[src/rtl/rv_multicycle_ctrl_if.sv]
// Handshake and control bundle between the multicycle RV32I control FSM and its datapath/memories.
interface rv_multicycle_ctrl_if;
  logic [31:0] i_inst;
  logic        i_imemAck;
  logic        i_dmemAck;
  logic        i_brTaken;
  logic        o_imemReq;
  logic        o_irWe;
  logic        o_dmemReq;
  logic        o_dmemWe;
  logic [2:0]  o_immType;
  logic        o_aluSrcA;
  logic        o_aluSrcB;
  logic [1:0]  o_wbSel;
  logic        o_regWe;
  logic        o_pcWe;
  logic [1:0]  o_pcSel;
  logic        o_retire;
  logic        o_trap;
  logic [1:0]  o_trapCause;

  modport master (
    input  i_inst, i_imemAck, i_dmemAck, i_brTaken,
    output o_imemReq, o_irWe, o_dmemReq, o_dmemWe, o_immType, o_aluSrcA, o_aluSrcB,
           o_wbSel, o_regWe, o_pcWe, o_pcSel, o_retire, o_trap, o_trapCause
  );

  modport slave (
    output i_inst, i_imemAck, i_dmemAck, i_brTaken,
    input  o_imemReq, o_irWe, o_dmemReq, o_dmemWe, o_immType, o_aluSrcA, o_aluSrcB,
           o_wbSel, o_regWe, o_pcWe, o_pcSel, o_retire, o_trap, o_trapCause
  );
endinterface

[src/rtl/rv_multicycle_ctrl.sv]
// Main control FSM of the multicycle RV32I core: FETCH/DECODE/EXEC/MEM/WB sequencing,
// datapath selects, memory handshakes and trap reporting (illegal opcode, memory timeout).
module rv_multicycle_ctrl #(
  parameter int unsigned TIMEOUT_CYCLES = 255,
  parameter int unsigned TO_W           = 16
) (
  input  logic                 i_clk,
  input  logic                 i_rstn,
  rv_multicycle_ctrl_if.master bus
);

  typedef enum logic [2:0] {
    S_FETCH  = 3'd0,
    S_DECODE = 3'd1,
    S_EXEC   = 3'd2,
    S_MEM    = 3'd3,
    S_WB     = 3'd4,
    S_HALT   = 3'd5
  } state_e;

  typedef enum logic [3:0] {
    C_LUI     = 4'd0,
    C_AUIPC   = 4'd1,
    C_JAL     = 4'd2,
    C_JALR    = 4'd3,
    C_BRANCH  = 4'd4,
    C_LOAD    = 4'd5,
    C_STORE   = 4'd6,
    C_OPIMM   = 4'd7,
    C_OP      = 4'd8,
    C_FENCE   = 4'd9,
    C_ILLEGAL = 4'd10
  } cls_e;

  localparam logic [TO_W-1:0] TO_LAST = TO_W'(TIMEOUT_CYCLES - 32'd1);

  function automatic cls_e decode_class(input logic [6:0] opc);
    cls_e c;
    case (opc)
      7'b0110111: c = C_LUI;
      7'b0010111: c = C_AUIPC;
      7'b1101111: c = C_JAL;
      7'b1100111: c = C_JALR;
      7'b1100011: c = C_BRANCH;
      7'b0000011: c = C_LOAD;
      7'b0100011: c = C_STORE;
      7'b0010011: c = C_OPIMM;
      7'b0110011: c = C_OP;
      7'b0001111: c = C_FENCE;
      default:    c = C_ILLEGAL;
    endcase
    return c;
  endfunction

  function automatic logic [2:0] imm_type_of(input cls_e c);
    logic [2:0] t;
    case (c)
      C_LUI, C_AUIPC: t = 3'd3;
      C_JAL:          t = 3'd4;
      C_BRANCH:       t = 3'd2;
      C_STORE:        t = 3'd1;
      default:        t = 3'd0;
    endcase
    return t;
  endfunction

  state_e          state_q, state_d;
  cls_e            cls_q, cls_d, dec_cls;
  logic [TO_W-1:0] cnt_q, cnt_d;
  logic [2:0]      imm_q, imm_d;
  logic [1:0]      cause_q, cause_d;

  logic       imem_req, ir_we, dmem_req, dmem_we, src_a, src_b;
  logic       reg_we, pc_we, retire, trap;
  logic [1:0] wb_sel, pc_sel;

  assign dec_cls = decode_class(bus.i_inst[6:0]);

  // State, timeout counter, opcode class, immediate type and trap cause registers.
  always_ff @(posedge i_clk or negedge i_rstn) begin
    if (!i_rstn) begin
      state_q <= S_FETCH;
      cls_q   <= C_OP;
      cnt_q   <= '0;
      imm_q   <= 3'd0;
      cause_q <= 2'd0;
    end else begin
      state_q <= state_d;
      cls_q   <= cls_d;
      cnt_q   <= cnt_d;
      imm_q   <= imm_d;
      cause_q <= cause_d;
    end
  end

  // Next-state and control decode; outputs are forced low while reset is held so a
  // pending memory request drops immediately. The counter is zero unless a wait continues.
  always_comb begin
    state_d  = state_q;
    cls_d    = cls_q;
    cnt_d    = '0;
    imm_d    = imm_q;
    cause_d  = cause_q;
    imem_req = 1'b0;
    ir_we    = 1'b0;
    dmem_req = 1'b0;
    dmem_we  = 1'b0;
    src_a    = 1'b0;
    src_b    = 1'b0;
    reg_we   = 1'b0;
    pc_we    = 1'b0;
    retire   = 1'b0;
    trap     = 1'b0;
    wb_sel   = 2'd0;
    pc_sel   = 2'd0;
    if (i_rstn) begin
      case (state_q)
        S_FETCH: begin
          imem_req = 1'b1;
          if (bus.i_imemAck) begin
            ir_we   = 1'b1;
            state_d = S_DECODE;
          end else if (cnt_q == TO_LAST) begin
            state_d = S_HALT;
            cause_d = 2'd2;
          end else begin
            cnt_d = cnt_q + TO_W'(1'b1);
          end
        end
        S_DECODE: begin
          cls_d = dec_cls;
          imm_d = imm_type_of(dec_cls);
          case (dec_cls)
            C_ILLEGAL: begin
              state_d = S_HALT;
              cause_d = 2'd1;
            end
            C_FENCE: begin
              pc_we   = 1'b1;
              retire  = 1'b1;
              state_d = S_FETCH;
            end
            default: state_d = S_EXEC;
          endcase
        end
        S_EXEC: begin
          case (cls_q)
            C_OPIMM, C_LOAD, C_STORE, C_JALR: src_b = 1'b1;
            C_AUIPC: begin
              src_a = 1'b1;
              src_b = 1'b1;
            end
            default: src_b = 1'b0;
          endcase
          case (cls_q)
            C_BRANCH: begin
              pc_we   = 1'b1;
              pc_sel  = bus.i_brTaken ? 2'd1 : 2'd0;
              retire  = 1'b1;
              state_d = S_FETCH;
            end
            C_LOAD, C_STORE: state_d = S_MEM;
            default:         state_d = S_WB;
          endcase
        end
        S_MEM: begin
          dmem_req = 1'b1;
          dmem_we  = (cls_q == C_STORE);
          if (bus.i_dmemAck) begin
            if (cls_q == C_STORE) begin
              pc_we   = 1'b1;
              retire  = 1'b1;
              state_d = S_FETCH;
            end else begin
              state_d = S_WB;
            end
          end else if (cnt_q == TO_LAST) begin
            state_d = S_HALT;
            cause_d = 2'd3;
          end else begin
            cnt_d = cnt_q + TO_W'(1'b1);
          end
        end
        S_WB: begin
          reg_we  = (bus.i_inst[11:7] != 5'd0);
          pc_we   = 1'b1;
          retire  = 1'b1;
          state_d = S_FETCH;
          case (cls_q)
            C_LOAD: wb_sel = 2'd1;
            C_JAL: begin
              wb_sel = 2'd2;
              pc_sel = 2'd1;
            end
            C_JALR: begin
              wb_sel = 2'd2;
              pc_sel = 2'd2;
            end
            C_LUI:   wb_sel = 2'd3;
            default: wb_sel = 2'd0;
          endcase
        end
        S_HALT:  trap = 1'b1;
        default: state_d = S_FETCH;
      endcase
    end else begin
      state_d = S_FETCH;
    end
  end

  assign bus.o_imemReq   = imem_req;
  assign bus.o_irWe      = ir_we;
  assign bus.o_dmemReq   = dmem_req;
  assign bus.o_dmemWe    = dmem_we;
  assign bus.o_immType   = imm_q;
  assign bus.o_aluSrcA   = src_a;
  assign bus.o_aluSrcB   = src_b;
  assign bus.o_wbSel     = wb_sel;
  assign bus.o_regWe     = reg_we;
  assign bus.o_pcWe      = pc_we;
  assign bus.o_pcSel     = pc_sel;
  assign bus.o_retire    = retire;
  assign bus.o_trap      = trap;
  assign bus.o_trapCause = cause_q;

endmodule

[src/flat_wrapper.sv]
// flat-port wrapper written by rule: the top's interface ports become plain ports
module rv_multicycle_ctrl_flat 
#(
  parameter int unsigned TIMEOUT_CYCLES = 255,
  parameter int unsigned TO_W           = 16
)
  (i_clk, i_rstn, bus_i_inst, bus_i_imemAck, bus_i_dmemAck, bus_i_brTaken, bus_o_imemReq, bus_o_irWe, bus_o_dmemReq, bus_o_dmemWe, bus_o_immType, bus_o_aluSrcA, bus_o_aluSrcB, bus_o_wbSel, bus_o_regWe, bus_o_pcWe, bus_o_pcSel, bus_o_retire, bus_o_trap, bus_o_trapCause);
  rv_multicycle_ctrl_if bus_i ();
  input  logic i_clk;
  input  logic i_rstn;
  input wire logic [$bits(bus_i.i_inst)-1:0] bus_i_inst;
  input wire logic [$bits(bus_i.i_imemAck)-1:0] bus_i_imemAck;
  input wire logic [$bits(bus_i.i_dmemAck)-1:0] bus_i_dmemAck;
  input wire logic [$bits(bus_i.i_brTaken)-1:0] bus_i_brTaken;
  output wire logic [$bits(bus_i.o_imemReq)-1:0] bus_o_imemReq;
  output wire logic [$bits(bus_i.o_irWe)-1:0] bus_o_irWe;
  output wire logic [$bits(bus_i.o_dmemReq)-1:0] bus_o_dmemReq;
  output wire logic [$bits(bus_i.o_dmemWe)-1:0] bus_o_dmemWe;
  output wire logic [$bits(bus_i.o_immType)-1:0] bus_o_immType;
  output wire logic [$bits(bus_i.o_aluSrcA)-1:0] bus_o_aluSrcA;
  output wire logic [$bits(bus_i.o_aluSrcB)-1:0] bus_o_aluSrcB;
  output wire logic [$bits(bus_i.o_wbSel)-1:0] bus_o_wbSel;
  output wire logic [$bits(bus_i.o_regWe)-1:0] bus_o_regWe;
  output wire logic [$bits(bus_i.o_pcWe)-1:0] bus_o_pcWe;
  output wire logic [$bits(bus_i.o_pcSel)-1:0] bus_o_pcSel;
  output wire logic [$bits(bus_i.o_retire)-1:0] bus_o_retire;
  output wire logic [$bits(bus_i.o_trap)-1:0] bus_o_trap;
  output wire logic [$bits(bus_i.o_trapCause)-1:0] bus_o_trapCause;
  assign bus_i.i_inst = bus_i_inst;
  assign bus_i.i_imemAck = bus_i_imemAck;
  assign bus_i.i_dmemAck = bus_i_dmemAck;
  assign bus_i.i_brTaken = bus_i_brTaken;
  assign bus_o_imemReq = bus_i.o_imemReq;
  assign bus_o_irWe = bus_i.o_irWe;
  assign bus_o_dmemReq = bus_i.o_dmemReq;
  assign bus_o_dmemWe = bus_i.o_dmemWe;
  assign bus_o_immType = bus_i.o_immType;
  assign bus_o_aluSrcA = bus_i.o_aluSrcA;
  assign bus_o_aluSrcB = bus_i.o_aluSrcB;
  assign bus_o_wbSel = bus_i.o_wbSel;
  assign bus_o_regWe = bus_i.o_regWe;
  assign bus_o_pcWe = bus_i.o_pcWe;
  assign bus_o_pcSel = bus_i.o_pcSel;
  assign bus_o_retire = bus_i.o_retire;
  assign bus_o_trap = bus_i.o_trap;
  assign bus_o_trapCause = bus_i.o_trapCause;
  rv_multicycle_ctrl #(.TIMEOUT_CYCLES(TIMEOUT_CYCLES), .TO_W(TO_W)) u_core (.i_clk(i_clk), .i_rstn(i_rstn), .bus(bus_i));
endmodule
[config.mk]
export PLATFORM = sky130hd
export DESIGN_NAME = rv_multicycle_ctrl_flat
export DESIGN_NICKNAME = d
export VERILOG_FILES = /design/src/rtl/rv_multicycle_ctrl_if.sv /design/src/rtl/rv_multicycle_ctrl.sv /design/src/flat_wrapper.sv
export SDC_FILE = /design/constraint.sdc
export NUM_CORES = 1
export LEC_CHECK = 0
export BUFFER_PORTS_ARGS = -buffer_cell sky130_fd_sc_hd__buf_2
export CAP_MARGIN = 10
export CORE_ASPECT_RATIO = 1.5
export CORE_UTILIZATION = 47
export DETAILED_ROUTE_END_ITERATION = 8
export PLACE_DENSITY = 0.74
export SYNTH_ARGS = -nofsm -noshare
export SYNTH_HDL_FRONTEND = slang
export SYNTH_SLANG_ARGS = --single-unit
[constraint.sdc]
create_clock -name i_clk -period 1.65 [get_ports i_clk]
set_input_delay 0.33 -clock i_clk [delete_from_list [all_inputs] [get_ports i_clk]]
set_output_delay 0.33 -clock i_clk [all_outputs]
set_load 0.02 [all_outputs]
# ---- Yosys cells after proc, flatten, opt, wreduce, memory -nomap -nowiden
# Index checks and enable logic that the tools add are counted.
dict set report classes {
  addsub 1
  eq_ne 35
  n_mux 54
  reduce_logical 11
}
# operator count
set op_table {}
lappend op_table {{two-way mux 16 bit} 4}
lappend op_table {{one-hot mux 4 bit (10 select lines)} 1}
lappend op_table {{one-hot mux 16 bit (2 select lines)} 1}
lappend op_table {{two-way mux 1 bit} 25}
lappend op_table {{equality test 4 x 3 -> 1 bit (second input constant)} 6}
lappend op_table {{equality test 7 x 6 -> 1 bit (second input constant)} 3}
lappend op_table {{equality test 7 bit (second input constant)} 3}
lappend op_table {{two-way mux 2 bit} 9}
lappend op_table {{adder 16 x 1 -> 16 bit (second input constant)} 1}
lappend op_table {{equality test 16 x 8 -> 1 bit (second input constant)} 1}
lappend op_table {{two-way mux 3 bit} 5}
lappend op_table {{one-hot mux 3 bit (5 select lines)} 1}
lappend op_table {{equality test 7 x 5 -> 1 bit (second input constant)} 2}
lappend op_table {{equality test 4 x 2 -> 1 bit (second input constant)} 3}
lappend op_table {{one-hot mux 2 bit (3 select lines)} 2}
lappend op_table {{one-hot mux 3 bit (2 select lines)} 2}
lappend op_table {{one-hot mux 3 bit (4 select lines)} 1}
lappend op_table {{equality test 4 x 1 -> 1 bit (second input constant)} 2}
lappend op_table {{equality test 4 bit (second input constant)} 2}
lappend op_table {{zero test 4 bit} 2}
lappend op_table {{one-hot mux 2 bit (2 select lines)} 2}
lappend op_table {{equality test 7 x 2 -> 1 bit (second input constant)} 1}
lappend op_table {{equality test 7 x 4 -> 1 bit (second input constant)} 1}
lappend op_table {{AND reduction 7 bit} 1}
lappend op_table {{other kinds (12)} 20}
dict set report word_totals {
  reg_bits 28
  inputBits 37
  out_inout_bits 19
  word_cells 106
}

# ---- Depth between registers and ports, before layout
# Gate-level depths: netlist of the first run.
dict set report logic_depth {
  depth_word 6
  ltp_mapped 7
  ltp_nobuf 7
}

# ---- Worst setup path after synthesis of the first run
# OpenSTA, ideal clock, no wires.
dict set report synth_path {
  kind {reg2out}
  startpoint {register u_core.cls_q[1]}
  endpoint {output port bus_o_pcSel[0]}
  arrival_time_ns 1.724
  t_required_ns 1.320
  setup_slack_ns -0.404
  stages_incl_launch_ff 5
  n_path_buf 1
  cell_sequence {dfrtp_1 buf_1 nor4bb_1 a21oi_1 nor4b_1}
}
dict set report synth_via {
  elab_chain_len 4
  elab_cells_between_ends 7
  classes_between {eq/ne: 3; mux: 4}
}
# element line
set synth_lines {}
lappend synth_lines {{start, declared} rv_multicycle_ctrl.sv:68} ;# cls_e cls_q, cls_d, dec_cls;
lappend synth_lines {{start signal, assigned} rv_multicycle_ctrl.sv:89} ;# cls_q <= cls_d;
lappend synth_lines {{equality test 4 x 2 -> 1 bit or equality test 4 x 3 -> 1 bit (tied branches)} {rv_multicycle_ctrl.sv:189, rv_multicycle_ctrl.sv:155}}
lappend synth_lines {{one-hot mux 2 bit (2 select lines) or two-way mux 2 bit (tied branches)} {rv_multicycle_ctrl.sv:189, rv_multicycle_ctrl.sv:155}}
lappend synth_lines {{one-hot mux 2 bit (2 select lines) (*)} rv_multicycle_ctrl.sv:117} ;# case (state_q)
lappend synth_lines {{two-way mux 2 bit (*)} rv_multicycle_ctrl.sv:116} ;# if (i_rstn) begin
lappend synth_lines {{end, declared} flat_wrapper.sv:25} ;# output wire logic [$bits(bus_i.o_pcSel)-1:0] bus_o_pcSel;
# Every way passes the cells marked *; elsewhere a longest branch is shown, timed or not.

# ---- Worst setup path after layout of the first run
dict set report layout_path {
  startpoint {register u_core.state_q[0]}
  endpoint {output port bus_o_retire}
}
dict set report layout_via {
  elab_chain_len 3
  elab_cells_between_ends 6
  classes_between {eq/ne: 4; mux: 2}
}
# element line
set layout_lines {}
lappend layout_lines {{start, declared} rv_multicycle_ctrl.sv:67} ;# state_e state_q, state_d;
lappend layout_lines {{start signal, assigned} rv_multicycle_ctrl.sv:88} ;# state_q <= state_d;
lappend layout_lines {{equality test 3 bit (tied with other cells)} rv_multicycle_ctrl.sv:117}
lappend layout_lines {{one-hot mux 1 bit (4 select lines) (*)} rv_multicycle_ctrl.sv:117}
lappend layout_lines {{two-way mux 1 bit (*)} rv_multicycle_ctrl.sv:116}
lappend layout_lines {{end, declared} flat_wrapper.sv:26} ;# output wire logic [$bits(bus_i.o_retire)-1:0] bus_o_retire;
# Marked as above.

==> metrics, run 1 <==
worst slew pin tran 541 ps; Main synth FF type dfrtp_1; Die Height 79.8 um; CP max stage cell dfrtp_2; Crit path max-delay family simple AND/OR/NAND/NOR gates; dominant cell by count in the synthesized netlist nor2_1; clk sinks 28; number of synthesized flops with an enable pin 0; Min Hold Slack 14.5 ps; Reg area 706 um2; Peak Freq 481 MHz; Worst path max stage delay 460 ps; Avg Inst Size Synth 8.39 um2; post-synth cell types 55; final hold vios 0; die area 0.00430 mm2; Max Cap Viol 0; critical path endpoint category output port; Period Utilization, post-route 1.26; Mapped Nets 265; chip width 53.9 um; fin crit period 2080 ps; most used routing layer met2; Layout area overhead 44.8%; Num CTS Buffers 3; share of cells above drive strength 1 0.441; largest net degree at the start of global routing 24; Area contributors post-synth dfrtp_1 36%, nor2_1 7.3%, nand2_1 4.9%; leading area contributor after synthesis dfrtp_1; main combinational cell family by area after synthesis simple AND/OR/NAND/NOR gates; fin nets 337; Vias per Instance 5.81; Pins Over Slew Limit 0; WP data required 1320 ps; residual DRC count 0; initial antenna violation count 0; GR Util All Layers 0.263; first-pass GRT wire length 8520 um; Final WS setup -427 ps; post-synthesis simple-gate area fraction 0.341; Worst R2R End u_core.bus.o_trapCause[0]$_DFFE_PN0P_; total grt overflow 0; dpl ws -123 ps; compound-cell area share of the yosys netlist 0.148; most frequent cells after synthesis 37 x nor2_1, 27 x dfrtp_1, 25 x nand2_1; slew margin rel. 0.639; Synth Area in XOR/XNOR 0.0693; vias in the first global route 1,934; RSZ-0062 raised after global routing yes; 1st-pass router iterations 4; LEAKAGE 1.23 nW; # rows 27; GRT met1 Usage 0.331; status finished, violations left; clock buffer depth 2; post-synthesis cell count 226; worst r2r path cells 7; Critical Path Start Type flip-flop; Finish-stage setup viols 15; synthesized cell area 0.00190 mm2; # diodes 0; Routed wire per std cell 15.6 um; Placed Cells 333; CP bufs+invs 1; PD cells 733 mW/mm2; Fillers 262; Starting Density 0.506; vias 1,976; Routed Antenna Nets 0; reg2reg start u_core.cnt_q[0]$_DFF_PN0_; sequential cell area fraction in the yosys report 0.370; Total Power 2.01 mW; later-pin clock latency in the skew report 270 ps; CP Cell Sequence nand2_2, nor3b_2, mux2i_1, o32ai_2, and2_4, buf_6; crit path max fanout 4; synthesized flop and latch total 28; met3 usage 0.0210; post-synthesis mux area share 0.0106; CTS root buf clkbuf_8; DRT Wirelength 5300 um; area share of the largest cell type after synthesis 0.356; drt initial violations 66; CTS H-tree depth 1; adder-cell area share of the yosys netlist 0.0132; asr flop ratio synth 1.00; reg2reg setup slack -70 ps; worst vdd ir 595 uV; area of the multi-input gates 0.00131 mm2; Worst-path clk slew 100 ps; setup clock skew after layout 1.41 ps; I/O pins 56; CORE AREA 0.00375 mm2; dpl hpwl 3690 um; CTS tree done; post-route insts no fill 340; met2 Resource Use GR 0.437; Worst Path Arrival 1750 ps; failing checks negative setup slack; PortBufs 35; CP Class flip-flop to output port; routability cong. 0.931; class of the most critical hold timing path primary input to async pin; Yosys warning count 0
logic make-up (layout without fill, tap and decap cells):
logic type | Yosys count | in the layout
AOI/OAI and AO/OA | 41 | 41
and+or+nand+nor | 119 | 119
muxes | 2 | 2
buffers and inverters | 19 | 90
xor gates and xnor gates | 15 | 15
DFF | 28 | 28
adders and majority gates | 2 | 2
registers in the layout, indices dropped and copies added, names as in the netlist:
signal,flops
u_core.state_q,3
u_core.cls_q,4
u_core.bus.o_immType,3
u_core.cnt_q,16
u_core.bus.o_trapCause,2
worst max-delay path by stage:
stage / start / to / slack, ps / cells after the start
floorplan: u_core.cls_q[1]$_DFFE_PN0P_ / bus_o_pcSel[0] / -70 / 4
global placement: u_core.state_q[0]$_DFFE_PN0N_ / bus_o_retire / -110 / 6
detailed placement: u_core.state_q[0]$_DFFE_PN0N_ / bus_o_retire / -120 / 6
CTS: u_core.state_q[2]$_DFFE_PN0N_ / bus_o_retire / -380 / 5
global route: u_core.state_q[0]$_DFFE_PN0N_ / bus_o_retire / -510 / 6
finish: u_core.state_q[0]$_DFFE_PN0N_ / bus_o_retire / -430 / 6
layer usage:
metal / routed length [um] / share of wire
met4: 231 / 0.044
met2: 2790 / 0.53
met3: 236 / 0.045
met5: 0 / 0
met1: 2040 / 0.39
layout by cell type (no fill, tap or decap), types with 3 or more instances in the layout:
cell type	synthesis	final
buf_4	1	51
nor2_1	37	33
dfrtp_1	27	24
nand2_1	25	22
buf_2	6	22
a21oi_1	11	10
xor2_1	10	10
nand3_1	9	8
buf_6	1	7
o21ai_0	6	6
xnor2_1	5	5
nor2b_1	6	4
nor3_2	1	4
inv_1	5	4
a31oi_1	4	4
nor2_4	0	3
or3_1	3	3
nand2_2	0	3
and2_1	4	3
nand4_1	3	3
nor3_1	8	3
clkbuf_8	0	3
dfrtp_2	0	3
through the flow:
stage                     setup TNS [ps]  instance area (um2)  utilization
after global placement             -1160                 2460        0.657
after detailed placement           -1530                 2460        0.657
final                              -2930                 2750        0.732
after CTS                          -2760                 2630        0.701
after floorplan                     -181                 1990            -
after global routing               -4080                 2750        0.732
final cells by class:
class,count,share of cell area
clock buffer,3,0.0150
clock inverter,1,0.0109
sequential,28,0.257
timing repair buffer,81,0.215
inverter,5,0.00683
multi-input combinational,179,0.475
tap,43,0.0196
report_power, final:
| group | internal (mW) | switching (mW) | total [mW] |
|---|---|---|---|
| Clock | 0.325 | 0.217 | 0.542 |
| Combinational | 0.303 | 0.353 | 0.657 |
| Sequential | 0.754 | 0.0597 | 0.814 |
timing repair:
action / in CTS / in global routing
cloned: 0 / 0
gates resized for setup: 25 / 24
pin swaps: 2 / 7
endpoints found under the setup margin: 32 / 20
hold endpoints to repair: 0 / 0
setup buffers: 2 / 1
hold buffers: 0 / 0
No activity file was read; power rests on OpenSTA's default activity.
==> run 2: changes to the inputs <==
--- a/config.mk
+++ b/config.mk
@@ -7,7 +7,6 @@
 export LEC_CHECK = 0
 export BUFFER_PORTS_ARGS = -buffer_cell sky130_fd_sc_hd__buf_2
 export CAP_MARGIN = 10
-export CORE_ASPECT_RATIO = 1.5
 export CORE_UTILIZATION = 47
 export DETAILED_ROUTE_END_ITERATION = 8
 export PLACE_DENSITY = 0.74
==> run 2 against run 1 <==
The flow still finishes with violations (negative setup slack). Non-clock buffer count is 7 higher. Global-route usage is 0.21 points higher. Sequential power hardly changed. Clock skew is 5.8 ps higher. Final cell count is 3.5% higher. Routed wire length is 8.4% higher. Combinational power is 14% higher. Clock power is 2% lower. Hold slack better by 58 ps. Maximum frequency is 1.9% lower. Worst setup slack worse by 40 ps. Largest power group unchanged.
==> metrics, run 2 (synthesized netlist as in run 1, its figures left out) <==
status finished, violations left; failing checks negative setup slack; share of cells above drive strength 1 0.500 (+0.0589); RSZ-0062 raised after global routing yes; vias in the first global route 1,907 (-1.4%); drt initial violations 87 (+32%); CTS H-tree depth 1 (unchanged); class of the most critical hold timing path primary input to async pin; critical path endpoint category output port; Fillers 240 (-8.4%); setup clock skew after layout 7.17 ps (+5.75 ps); GR Util All Layers 0.265 (+0.00210); fin nets 344 (+2.1%); uppermost layer routed met4; Period Utilization, post-route 1.28 (+0.0242); Starting Density 0.503 (-0.00285); Routed Antenna Nets 0 (unchanged); slew margin rel. 0.716 (+0.0766); Peak Freq 472 MHz (-1.9%); initial antenna violation count 0 (unchanged); Max Cap Viol 0 (unchanged); CTS root buf clkbuf_8; DRT Wirelength 5740 um (+8.4%); Worst Path Arrival 1790 ps (+40 ps); worst vdd ir 534 uV (-10%); # diodes 0 (unchanged); LEAKAGE 1.28 nW (+4.2%); 1st-pass router iterations 5 (+1); clock buffer depth 2 (unchanged); CTS tree done; worst slew pin tran 426 ps (-115 ps); number of flip-flops in the largest register 16 (unchanged); fin crit period 2120 ps (+40.0 ps); PD cells 709 mW/mm2 (-3.3%); Finish-stage setup viols 32 (+17); total grt overflow 0 (unchanged); chip width 65.5 um (+22%); Final WS setup -467 ps (-40.0 ps); Reg area 706 um2 (unchanged); Setup TNS -3850 ps (-914 ps); Num CTS Buffers 3 (unchanged); # rows 22 (-19%); critical path startpoint u_core.state_q[1]$_DFFE_PN0N_; CP Class flip-flop to output port; reg2reg start u_core.cnt_q[0]$_DFF_PN0_; WL met3 161 um (-32%); routability cong. 0.833 (-11%); dpl hpwl 3510 um (-5.1%); M1 WL 2440 um (+20%); final hold vios 0 (unchanged); Routed wire per std cell 16.3 um (+4.7%); Worst-path clk slew 100 ps (about the same); PortBufs 35 (unchanged); die area 0.00429 mm2 (-0.13%); later-pin clock latency in the skew report 270 ps (about the same); vias 1,983 (+0.35%); met2 wire length 2990 um (+7.3%); area of the multi-input gates 0.00141 mm2 (+8.3%); Final Util 0.782 (+0.0496); registers with the most flip-flops u_core.cnt_q x16, u_core.cls_q x4; WP data required 1320 ps (about the same); Critical Path Start Type flip-flop; Pins Over Slew Limit 0 (unchanged); largest net degree at the start of global routing 21 (-13%); Layout area overhead 55.5%; commonest non-fill, non-tap cell in the layout buf_4; Die Height 65.5 um (-18%); first-pass GRT wire length 8750 um (+2.7%); Vias per Instance 5.63 (-3.1%); most frequent cells in the layout 51 x buf_4, 24 x dfrtp_1, 23 x buf_2; I/O pins 56 (unchanged); clk sinks 28 (unchanged); CORE AREA 0.00377 mm2 (+0.57%); residual DRC count 0 (unchanged); Top reg by flops u_core.cnt_q; crit path max fanout 4 (unchanged)
==> run 2: cell types whose count changed in the layout (fill, tap and decap cells not counted), sizes merged <==
cell,before,now
buf,81,87
dlygate4sd3,0,1
==> run 2: final timing paths <==
path                                                          to  slack [ps]  cells past startpoint
max                                               bus_o_pcSel[0]        -470                      5
min                                   u_core.cnt_q[11]$_DFF_PN0_          70                      2
max reg2reg                u_core.bus.o_trapCause[0]$_DFFE_PN0P_        -120                      7
min reg2reg                  u_core.bus.o_immType[1]$_DFFE_PN0P_         480                      2
max in group asynchronous          u_core.state_q[0]$_DFFE_PN0N_         900                      3
min in group i_clk           u_core.bus.o_immType[1]$_DFFE_PN0P_         360                      2
==> run 2: final cells by class <==
cell class,count,share of cell area
multi-input cells,179,0.479
flip-flops and latches,28,0.239
repair buffers,88,0.230
well taps,48,0.0204
clock buffers,3,0.0140
clock inverters,1,0.0102
inverters,5,0.00636
==> run 2: worst max-delay path: stages (launching register included) <==
cell and delay, ps:
dfrtp_2 460, buf_4 160, nor4bb_1 360, a21oi_1 140, nor4b_4 220, buf_4 180
==> run 2: repair_timing <==
item,4_1_cts,5_1_grt
pin swaps,23,11
setup buffers,5,8
gates resized for setup,55,29
cloned,1,0
hold buffers,1,0
hold endpoints to repair,2,0
setup endpoints to repair,34,37
==> run 2: routing by layer <==
metal | up-vias | GRT usage
li1 | 946 | -
met2 | 57 | 0.472
met5 | - | 0
met1 | 968 | 0.340
met3 | 12 | 0.0191
met4 | 0 | 0.0842
==> run 2: report_power, final <==
| part | leakage [nW] | internal, mW | switching, mW |
|---|---|---|---|
| combinational | 0.872 | 0.346 | 0.401 |
| sequential | 0.371 | 0.755 | 0.0599 |
| clock | 0.0357 | 0.325 | 0.205 |
| total | 1.28 | 1.42 | 0.666 |
==> run 2: through the flow <==
step	total power [mW]	hold WS, ps	instance area (um2)	std cells	setup slack [ps]
after global routing	2.19	77.8	2950	352	-514
after floorplan	1.15	34.4	1990	226	-73.8
final	2.09	72.4	2950	352	-467
after global placement	1.37	286	2460	336	-92.5
after CTS	2.01	69.3	2800	347	-362
after detailed placement	1.37	293	2460	336	-137
==> run 3: changes to the inputs <==
--- a/config.mk
+++ b/config.mk
@@ -5,11 +5,12 @@
 export SDC_FILE = /design/constraint.sdc
 export NUM_CORES = 1
 export LEC_CHECK = 0
-export BUFFER_PORTS_ARGS = -buffer_cell sky130_fd_sc_hd__buf_2
+export BUFFER_PORTS_ARGS = -buffer_cell sky130_fd_sc_hd__buf_4
 export CAP_MARGIN = 10
-export CORE_UTILIZATION = 47
+export CORE_UTILIZATION = 48
+export CTS_BUF_LIST = sky130_fd_sc_hd__clkbuf_4 sky130_fd_sc_hd__clkbuf_8
 export DETAILED_ROUTE_END_ITERATION = 8
-export PLACE_DENSITY = 0.74
+export PLACE_DENSITY = 0.75
 export SYNTH_ARGS = -nofsm -noshare
 export SYNTH_HDL_FRONTEND = slang
 export SYNTH_SLANG_ARGS = --single-unit
==> run 3 against run 2 <==
The flow still finishes with violations (negative setup slack). Sequential share of layout area decreased by 1.3 points. Clock skew decreased by 3.8 ps. Core utilization grew 6.1 points. Die area fell by 2.0%. Hold slack got worse by 45 ps. Worst setup slack got worse by 190 ps. Final area rose by 6.3%. Clock power fell by 19%. Routed wire length rose by 17%. Critical path type unchanged. Critical endpoint is now bus_o_pcWe. Largest power group is now combinational logic.
==> metrics, run 3 (synthesized netlist as in run 1, its figures left out) <==
status finished, violations left; failing checks negative setup slack; 1st-pass router iterations 5 (unchanged); fin crit period 2310 ps (+190 ps); worst r2r path cells 7 (unchanged); Final WS setup -657 ps (-190 ps); Worst-path clk slew 100 ps (about the same); I/O pins 56 (unchanged); reg2reg start u_core.state_q[2]$_DFFE_PN0N_; Die Height 64.9 um (-1.0%); Routed Antenna Nets 0 (unchanged); Max Cap Viol 0 (unchanged); residual DRC count 0 (unchanged); Critical Path Start Type flip-flop; CTS root buf clkbuf_8; Min Hold Slack 27.5 ps (-44.9 ps); registers with the most flip-flops u_core.cnt_q x16, u_core.cls_q x4; dpl ws -117 ps (+19.9 ps); clock buffer depth 2 (unchanged); WP data required 1320 ps (about the same); die area 0.00421 mm2 (-2.0%); share of cells above drive strength 1 0.538 (+0.0380); later-pin clock latency in the skew report 270 ps (about the same); critical path endpoint category output port; Pins Over Slew Limit 0 (unchanged); clk sinks 28 (unchanged); PortBufs 35 (unchanged); number of flip-flops in the largest register 16 (unchanged); LEAKAGE 1.36 nW (+6.5%); Worst Path Arrival 1980 ps (+190 ps); drt initial violations 149 (+71%); DRT Wirelength 6690 um (+17%); Routed wire per std cell 18.4 um (+13%); RSZ-0062 raised after global routing yes; dpl hpwl 3800 um (+8.3%); Layout area overhead 65.2%; slew margin rel. 0.697 (-0.0194); Top reg by flops u_core.cnt_q; CP Class flip-flop to output port; Starting Density 0.510 (+0.00745); GR Util All Layers 0.300 (+0.0343); setup clock skew after layout 3.35 ps (-3.82 ps); Finish-stage setup viols 34 (+6.3%); vias in the first global route 2,052 (+7.6%); # diodes 0 (unchanged); Period Utilization, post-route 1.40 (+0.115); worst slew pin tran 455 ps (+29.0 ps); crit path max fanout 5 (+1); CTS tree done; first-pass GRT wire length 9620 um (+9.9%); largest net degree at the start of global routing 17 (-19%); most frequent cells in the layout 77 x buf_4, 23 x nand2_1, 22 x dfrtp_1; total grt overflow 0 (unchanged); initial antenna violation count 0 (unchanged); critical path startpoint u_core.state_q[1]$_DFFE_PN0N_; routability cong. 0.855 (+2.7%); fin nets 356 (+3.5%); Placed Cells 338 (+0.60%); chip width 64.9 um (-1.0%); CORE AREA 0.00372 mm2 (-1.5%); post-route insts no fill 364 (+3.4%); Num CTS Buffers 3 (unchanged); vias 2,157 (+8.8%); Peak Freq 433 MHz (-8.2%); commonest non-fill, non-tap cell in the layout buf_4; CTS H-tree depth 1 (unchanged); # rows 22 (unchanged); PD cells 672 mW/mm2 (-5.1%); final hold vios 0 (unchanged); Vias per Instance 5.93 (+5.2%); worst vdd ir 542 uV (+1.5%); class of the most critical hold timing path primary input to async pin
## run 3: cell count changes in the layout (fill, tap and decap cells not counted), moves of 3 or more
cell    previous run  this run
buf_6             11        18
buf_2             23         0
nor3_2             5         2
buf_4             51        77
## run 3: critical path, stage by stage (launching register included)
cell and delay, ps:
dfrtp_2 460, nand2_2 90, nor3b_2 290, mux2i_1 160, o32ai_1 350, and2_4 240, buf_6 120
## run 3: layer usage
layer / global-route usage / up-vias / routed length, um
li1: - / 978 / -
met1: 0.364 / 1042 / 2680
met2: 0.542 / 113 / 3450
met3: 0.0387 / 24 / 350
met4: 0.0972 / 0 / 204
met5: 0 / - / 0
## run 3: worst paths after layout
path,to,slack [ps]
min in group i_clk,u_core.bus.o_immType[1]$_DFFE_PN0P_,330
min reg2reg,u_core.bus.o_immType[1]$_DFFE_PN0P_,490
max reg2reg,u_core.bus.o_trapCause[0]$_DFFE_PN0P_,-190
max in group asynchronous,u_core.state_q[0]$_DFFE_PN0N_,900
max,bus_o_pcWe,-660
min,u_core.cnt_q[12]$_DFF_PN0_,30
## run 3: where the power goes
group	switching [mW]	total [mW]	internal, mW	leakage [nW]
combinational	0.426	0.856	0.430	0.965
sequential	0.0681	0.824	0.756	0.369
clock	0.214	0.428	0.214	0.0288
## run 3: cell type report
class                   count  area [um2]
clock buffers               4        55.1
fillers                   205         582
inverters                   5        18.8
multi-input cells         180        1450
flip-flops and latches     28         708
well taps                  48        60.1
repair buffers             99         846
## run 3: timing repair
action                                  4_1_cts  5_1_grt
resized for setup                            53       33
gates cloned                                  1        1
hold buffers                                  2        0
setup buffers                                11       10
hold endpoints to repair                      5        0
pin swaps                                    15       14
endpoints found under the setup margin       37       39
## run 3: per-stage QoR
| step | util | setup TNS [ps] | power (mW) | instance area, um2 |
|---|---|---|---|---|
| final | 0.843 | -6610 | 2.11 | 3130 |
| after floorplan | - | -181 | 1.15 | 1990 |
| after CTS | 0.792 | -5100 | 2.00 | 2940 |
| after global placement | 0.689 | -777 | 1.40 | 2560 |
| after global routing | 0.843 | -8380 | 2.19 | 3130 |
| after detailed placement | 0.689 | -1030 | 1.42 | 2560 |
